**config.mk**
```make
export PLATFORM = sky130hd
export DESIGN_NAME = plru_eviction_engine
export DESIGN_NICKNAME = d
export VERILOG_FILES = /design/src/rtl/plru_pkg.sv /design/src/rtl/plru_tree_touch.sv /design/src/rtl/plru_eviction_engine.sv
export SDC_FILE = /design/constraint.sdc
export NUM_CORES = 1
export LEC_CHECK = 0
export CAP_MARGIN = 20
export CORE_MARGIN = 1.5
export CORE_UTILIZATION = 44
export CTS_CLUSTER_DIAMETER = 30
export DETAILED_ROUTE_END_ITERATION = 16
export PLACE_DENSITY = 0.72
export SYNTH_ARGS = -nofsm -noshare
export SYNTH_HDL_FRONTEND = slang
export SYNTH_SLANG_ARGS = --single-unit
```
**constraint.sdc**
```tcl
create_clock -name clk -period 2.83 [get_ports clk]
set_clock_uncertainty 0.15 [all_clocks]
set_input_delay 0.566 -clock clk [delete_from_list [all_inputs] [get_ports clk]]
set_output_delay 0.566 -clock clk [all_outputs]
set_load 0.05 [all_outputs]
```
**src/rtl/plru_pkg.sv**
```systemverilog
// Shared types and one-hot/index helpers for the tree pseudo-LRU eviction engine.
package plru_pkg;

  localparam int unsigned MAX_WAYS = 256;

  typedef enum logic [1:0] {
    IDLE,
    WALK,
    READY
  } plru_state_e;

  // Lowest set bit wins; an all-zero vector maps to index 0.
  function automatic int unsigned onehot_to_idx(input logic [MAX_WAYS-1:0] vec);
    logic [MAX_WAYS-1:0] v;
    logic                found;
    int unsigned         idx;
    v     = vec;
    found = 1'b0;
    idx   = 0;
    for (int unsigned i = 0; i < MAX_WAYS; i++) begin
      if (v[0] && !found) begin
        idx   = i;
        found = 1'b1;
      end
      v = v >> 1;
    end
    return idx;
  endfunction

  function automatic logic [MAX_WAYS-1:0] idx_to_onehot(input int unsigned idx);
    return MAX_WAYS'(1) << idx;
  endfunction

endpackage

```
**src/rtl/plru_tree_touch.sv**
```systemverilog
// Combinational PLRU touch: points every node on a way's path away from that way.
module plru_tree_touch #(
  parameter int NUM_WAYS = 8,
  parameter int LEVELS   = $clog2(NUM_WAYS)
) (
  input  logic [NUM_WAYS-2:0] tree,
  input  logic                en,
  input  logic [LEVELS-1:0]   way,
  output logic [NUM_WAYS-2:0] tree_next
);

  logic [NUM_WAYS-1:0] heap;
  logic [LEVELS-1:0]   node;
  logic [LEVELS-1:0]   dir;

  // Heap node n lives at heap[n]; bit 0 is unused padding so node indices fit LEVELS bits.
  always_comb begin
    heap = {tree, 1'b0};
    node = '0;
    dir  = '0;
    if (en) begin
      for (int unsigned k = 0; k < LEVELS; k++) begin
        node       = LEVELS'((NUM_WAYS + 32'(way)) >> (LEVELS - k));
        dir        = way >> (LEVELS - 1 - k);
        heap[node] = ~dir[0];
      end
    end
    tree_next = heap[NUM_WAYS-1:1];
  end

endmodule

```
**src/rtl/plru_eviction_engine.sv**
```systemverilog
// Tree pseudo-LRU victim selection for one cache set, walking one tree level per cycle.
// Optional PLRU_INVALID_FIRST_EN: misses pick the lowest invalid way before walking.
module plru_eviction_engine
  import plru_pkg::*;
#(
  parameter int NUM_WAYS = 8,
  parameter int LEVELS   = $clog2(NUM_WAYS)
) (
  input  logic                clk,
  input  logic                reset,
  input  logic                hit,
  input  logic [NUM_WAYS-1:0] hitWay,
  input  logic                miss,
  input  logic [NUM_WAYS-1:0] missWay,
  input  logic                allocate,
  input  logic [NUM_WAYS-1:0] allocateWay,
  output logic [NUM_WAYS-1:0] evictionTarget,
  output logic                evictionReady
);

  localparam logic [LEVELS:0]   ROOT       = (LEVELS + 1)'(1);
  localparam logic [LEVELS-1:0] LAST_LEVEL = LEVELS'(LEVELS - 1);

  plru_state_e         state;
  logic [NUM_WAYS-2:0] plru;
  logic [NUM_WAYS-2:0] tree_hit;
  logic [NUM_WAYS-2:0] tree_next;
  logic [NUM_WAYS-1:0] heap;
  logic [LEVELS:0]     node;
  logic [LEVELS:0]     node_step;
  logic [LEVELS-1:0]   level;
  logic [LEVELS-1:0]   hit_idx;
  logic [LEVELS-1:0]   alloc_idx;
  logic [LEVELS-1:0]   tgt_idx;
  logic                hit_en;
  logic                alloc_en;
  logic                unused_miss_way;

  assign unused_miss_way = ^missWay;

  assign hit_en    = hit & (|hitWay);
  assign alloc_en  = allocate & (|allocateWay);
  assign hit_idx   = LEVELS'(onehot_to_idx(MAX_WAYS'(hitWay)));
  assign alloc_idx = LEVELS'(onehot_to_idx(MAX_WAYS'(allocateWay)));
  assign tgt_idx   = LEVELS'(onehot_to_idx(MAX_WAYS'(evictionTarget)));

  // While walking, node < NUM_WAYS, so its low bits index the heap-aligned tree directly.
  assign heap      = {plru, 1'b0};
  assign node_step = {node[LEVELS-1:0], heap[node[LEVELS-1:0]]};

  plru_tree_touch #(.NUM_WAYS(NUM_WAYS), .LEVELS(LEVELS)) u_touch_hit (
    .tree      (plru),
    .en        (hit_en),
    .way       (hit_idx),
    .tree_next (tree_hit)
  );

  plru_tree_touch #(.NUM_WAYS(NUM_WAYS), .LEVELS(LEVELS)) u_touch_alloc (
    .tree      (tree_hit),
    .en        (alloc_en),
    .way       (alloc_idx),
    .tree_next (tree_next)
  );

`ifdef PLRU_INVALID_FIRST_EN
  logic [NUM_WAYS-1:0] valid;
  logic [LEVELS-1:0]   inv_idx;

  assign inv_idx = LEVELS'(onehot_to_idx(MAX_WAYS'(~valid)));

  always_ff @(posedge clk) begin
    if (reset) begin
      valid <= '0;
    end else if (alloc_en) begin
      valid <= valid | NUM_WAYS'(idx_to_onehot(32'(alloc_idx)));
    end
  end
`endif

  always_ff @(posedge clk) begin
    if (reset) begin
      plru           <= '0;
      state          <= IDLE;
      node           <= ROOT;
      level          <= '0;
      evictionTarget <= '0;
      evictionReady  <= 1'b0;
    end else begin
      plru <= tree_next;
      unique case (state)
        IDLE: begin
          if (miss) begin
`ifdef PLRU_INVALID_FIRST_EN
            if (!(&valid)) begin
              state          <= READY;
              evictionTarget <= NUM_WAYS'(idx_to_onehot(32'(inv_idx)));
              evictionReady  <= 1'b1;
            end else begin
              state <= WALK;
              node  <= ROOT;
              level <= '0;
            end
`else
            state <= WALK;
            node  <= ROOT;
            level <= '0;
`endif
          end
        end
        WALK: begin
          if (hit_en || alloc_en) begin
            node  <= ROOT;
            level <= '0;
          end else begin
            node  <= node_step;
            level <= level + LEVELS'(1);
            if (level == LAST_LEVEL) begin
              state          <= READY;
              evictionTarget <= NUM_WAYS'(idx_to_onehot(32'(node_step[LEVELS-1:0])));
              evictionReady  <= 1'b1;
            end
          end
        end
        READY: begin
          if (alloc_en) begin
            state          <= IDLE;
            evictionTarget <= '0;
            evictionReady  <= 1'b0;
          end else if (hit_en && (hit_idx == tgt_idx)) begin
            state          <= WALK;
            node           <= ROOT;
            level          <= '0;
            evictionTarget <= '0;
            evictionReady  <= 1'b0;
          end
        end
        default: state <= IDLE;
      endcase
    end
  end

endmodule

```
==> reports/results.md <==
| Parameter | Reported |
|:---|:---|
| Run status | complete, no violations |
| Number of setup violations in the final report | 0 |
| Area growth from synthesis to final layout | 41.5% |
| Clock network fraction of total power | 0.309 |
| Global-route wire length before repair | 8.07 mm |
| Net switching power figure | 216 µW |
| Required time at the endpoint of the critical path | 2.92 ns |
| Number of vias per cell | 6.10 |
| Leakage | 0.000849 µW |
| Peak clock frequency supported by timing | 0.358 GHz |
| Die footprint | 3920 µm² |
| Logic gate share of total power | 0.245 |
| Category of the worst setup path launch point | input pin |
| Final routed DRC violation total | 0 |
| Switching share of power | 0.268 |
| Library cell occupying the most area in the post-synthesis netlist | sky130_fd_sc_hd__dfxtp_1 |
| Layout cell share with drive strength beyond 1 | 0.231 |
| Number of pins exceeding their max-slew limit in the final report | 0 |
| Final Critical Period | 2.79 ns |
| Placed cell count | 297 |
| Number of nets produced by synthesis | 226 |
| Remaining max-slew budget at the tightest pin | 0.625 |
| Final worst-path cycle share | 0.987 |
| Post-CTS Setup Bufs | 0 |
| Post-layout nets | 287 |
| Initial antenna violation count | 0 |
| TritonRoute pass-1 iters | 5 |
| Share of the synthesized area in the top cell type | 0.307 |
| Minimum hold slack | 0.348 ns |
| Final Core Density | 0.658 |
| Remaining antenna violation count after routing | 0 |
| Max-cap violation count | 0 |
| Number of sinks handled by clock tree synthesis | 24 |
| Number of clock buffers inserted by TritonCTS | 3 |
| Number of port buffers | 29 |
| Post-synthesis mux area share | 0.0896 |
| Pwr/cell area | 364 nW/µm² |
| Simple-gate portion of the synthesized area | 0.266 |
| Share of power burned in registers | 0.446 |
| Main combinational cell family by area after synthesis | simple AND/OR/NAND/NOR gates |
| Total gr overflow | 0 |
| Number of register bits inferred by synthesis | 24 |
| Sequential fraction of the synthesis area | 0.307 |
| Deepest clock path buffer count | 2 |
| Clk root buf | sky130_fd_sc_hd__clkbuf_4 |
| Synthesized area per cell | 8.02 µm² |
| Kind of path behind the tightest hold check | reg -> reg |
| Initial Utilization | 0.465 |
| Vias in the first global route | 1,722 |
| Tot GR Track Use | 0.251 |
| Xor-xnor portion of the synthesized cell area | 0.00560 |
| Syn Inst Count | 195 |
| Clk_lat worst skew | 0.32 ns |
| Most common flop cell mapped by yosys | sky130_fd_sc_hd__dfxtp_1 |
| Share of the synthesized area in compound gates (AO/OA/AOI/OAI) | 0.262 |
| Final wirelength | 4.76 mm |
| IR Drop Worst-Case VDD | 0.470 mV |
| Total of warnings raised by yosys | 0 |
| Hold-fix buffers at CTS | 0 |
| Number of enable-type register cells in the synthesized netlist | 0 |
| Total Negative Setup Slacks | 0 ns |
| Stage delay of the slowest cell on the critical path | 0.58 ns |
| Cell row count | 21 |
| Number of top-level pins | 38 |
| Chip width | 62.6 µm |
| Die outline height | 62.6 µm |
| Int Power | 590 µW |
| Critical path endpoint category | flip-flop |
| Synth Cell Area | 1560 µm² |
| Fraction of registers with async set/reset | 0 |
| Depth of the CTS H-tree | 1 |
| Antenna Diode Count | 0 |
| Most frequently used cell type in the post-synthesis netlist | sky130_fd_sc_hd__dfxtp_1 |
| Number of standard cells in the layout, taps in and fillers out | 301 |
| RePlAce Congestion | 0.890 |
| Sequence of cells on the critical path | clkdlybuf4s50_1 -> or4_1 -> o21a_4 -> or4_4 -> nor4b_1 -> a32oi_1 -> o31ai_1 |
| Routed vias | 1,836 |
| Count of endpoints failing hold in the final timing report | 0 |
| Count of routing violations after the opening detailed-route iteration | 154 |
| Most common library cells after synthesis | sky130_fd_sc_hd__dfxtp_1 (24), sky130_fd_sc_hd__nor2_1 (21), sky130_fd_sc_hd__a21oi_1 (13) |
| Reg-to-reg setup timing slack | 0.41 ns |
| Actual slew at the worst max-slew pin | 0.555 ns |
| CTS tree | done |
| Routed WL per cell | 15.8 µm |
| Top area cells in the synthesized netlist | sky130_fd_sc_hd__dfxtp_1 (31%), sky130_fd_sc_hd__nor2_1 (5.0%), sky130_fd_sc_hd__mux2_2 (4.3%) |
| Signal arrival time at the worst endpoint | 2.88 ns |
| Clock transition at the registers of the reported paths | 0.14 ns |
| Kind of critical path | in -> reg |
| Largest fanout on the critical path | 9 |
| Final HPWL DP | 3.63 mm |
| Slowest CP cell | sky130_fd_sc_hd__or4_4 |
| Core area | 3360 µm² |
| Unrepaired setup endpoints after global routing | yes |
| Largest net degree at the start of global routing | 18 |
| Number of distinct library cells after synthesis | 49 |
| Post-synthesis adder-cell area fraction | 0.0160 |
| Sum of internal, switching and leakage power | 806 µW |
metrics by stage:
step                setup slack (ns)  area [µm²]
floorplan                      0.214        1560
global placement              -0.220        2140
detailed placement            -0.253        2140
CTS                           0.0906        2190
global route                 -0.0103        2210
finish                        0.0379        2210
routing by layer:
| layer | global-route usage | wire [µm] | vias up |
|---|---|---|---|
| met5 | 0 | 0 | - |
| met4 | 0.0583 | 74 | 0 |
| met2 | 0.422 | 2230 | 104 |
| met1 | 0.347 | 2090 | 853 |
| met3 | 0.0270 | 361 | 16 |
| li1 | - | - | 863 |
flip-flops by register name (all words and copies together) (netlist names):
register / count
node: 3
evictionReady: 1
evictionTarget: 8
state: 2
level: 3
plru: 7
final timing paths:
path / start / to / cells after the start
setup / recovery: allocateWay[5] / evictionTarget[7] / 7
hold / removal: evictionReady / evictionReady / 2
setup reg to reg: evictionTarget[7] / evictionTarget[3] / 6
hold reg to reg: evictionReady / evictionReady / 2
worst max-delay path, delay by kind of cell:
kind	cells	cell delay (ns)
AOI/OAI and AO/OA	3	0.42
buffers and inverters	1	0.41
and+or+nand+nor	3	1.47
cell type report:
type                       instances  area [µm²]
timing repair buffer              65         561
clock inverter                     1        30.0
multi-input combinational        151        1020
clock buffer                       3        22.5
fill                             317        1150
sequential                        24         480
inverter                          11        41.3
tap                               46        57.6
cell usage in the layout (no fill, tap or decap), types with 4 or more instances in the layout:
cell	instances
sky130_fd_sc_hd__nand2_1	10
sky130_fd_sc_hd__o21ai_0	9
sky130_fd_sc_hd__dfxtp_1	24
sky130_fd_sc_hd__nor2b_1	5
sky130_fd_sc_hd__nand2b_1	4
sky130_fd_sc_hd__nor2_1	20
sky130_fd_sc_hd__o31ai_1	7
sky130_fd_sc_hd__a32oi_1	4
sky130_fd_sc_hd__nor4_1	6
sky130_fd_sc_hd__a21oi_1	13
sky130_fd_sc_hd__inv_1	11
sky130_fd_sc_hd__mux2_2	6
sky130_fd_sc_hd__buf_4	36
sky130_fd_sc_hd__nand3_1	7
sky130_fd_sc_hd__nor3_1	5
sky130_fd_sc_hd__clkdlybuf4s50_1	29
sky130_fd_sc_hd__mux2i_1	5
cells by family (layout without fill, tap and decap cells):
group           Yosys count  after routing
simple gates             78             78
compound gates           58             58
flops                    24             24
buf+inv                  20             80
mux                      12             12
fa+ha+maj                 2              2
xor+xnor                  1              1
power by group through the flow:
| stage | logic, µW | registers [µW] | clock network (µW) |
|---|---|---|---|
| global route | 213 | 361 | 273 |
| detailed placement | 189 | 366 | 0 |
| finish | 197 | 359 | 249 |
| CTS | 191 | 359 | 255 |
| floorplan | 90.1 | 368 | 0 |
| global placement | 183 | 365 | 0 |
what timing repair did:
action                                  CTS  global route
resized for setup                         0             4
hold endpoints to repair                  0             0
endpoints found under the setup margin    0             6
No activity file was read; power rests on OpenSTA's default activity.
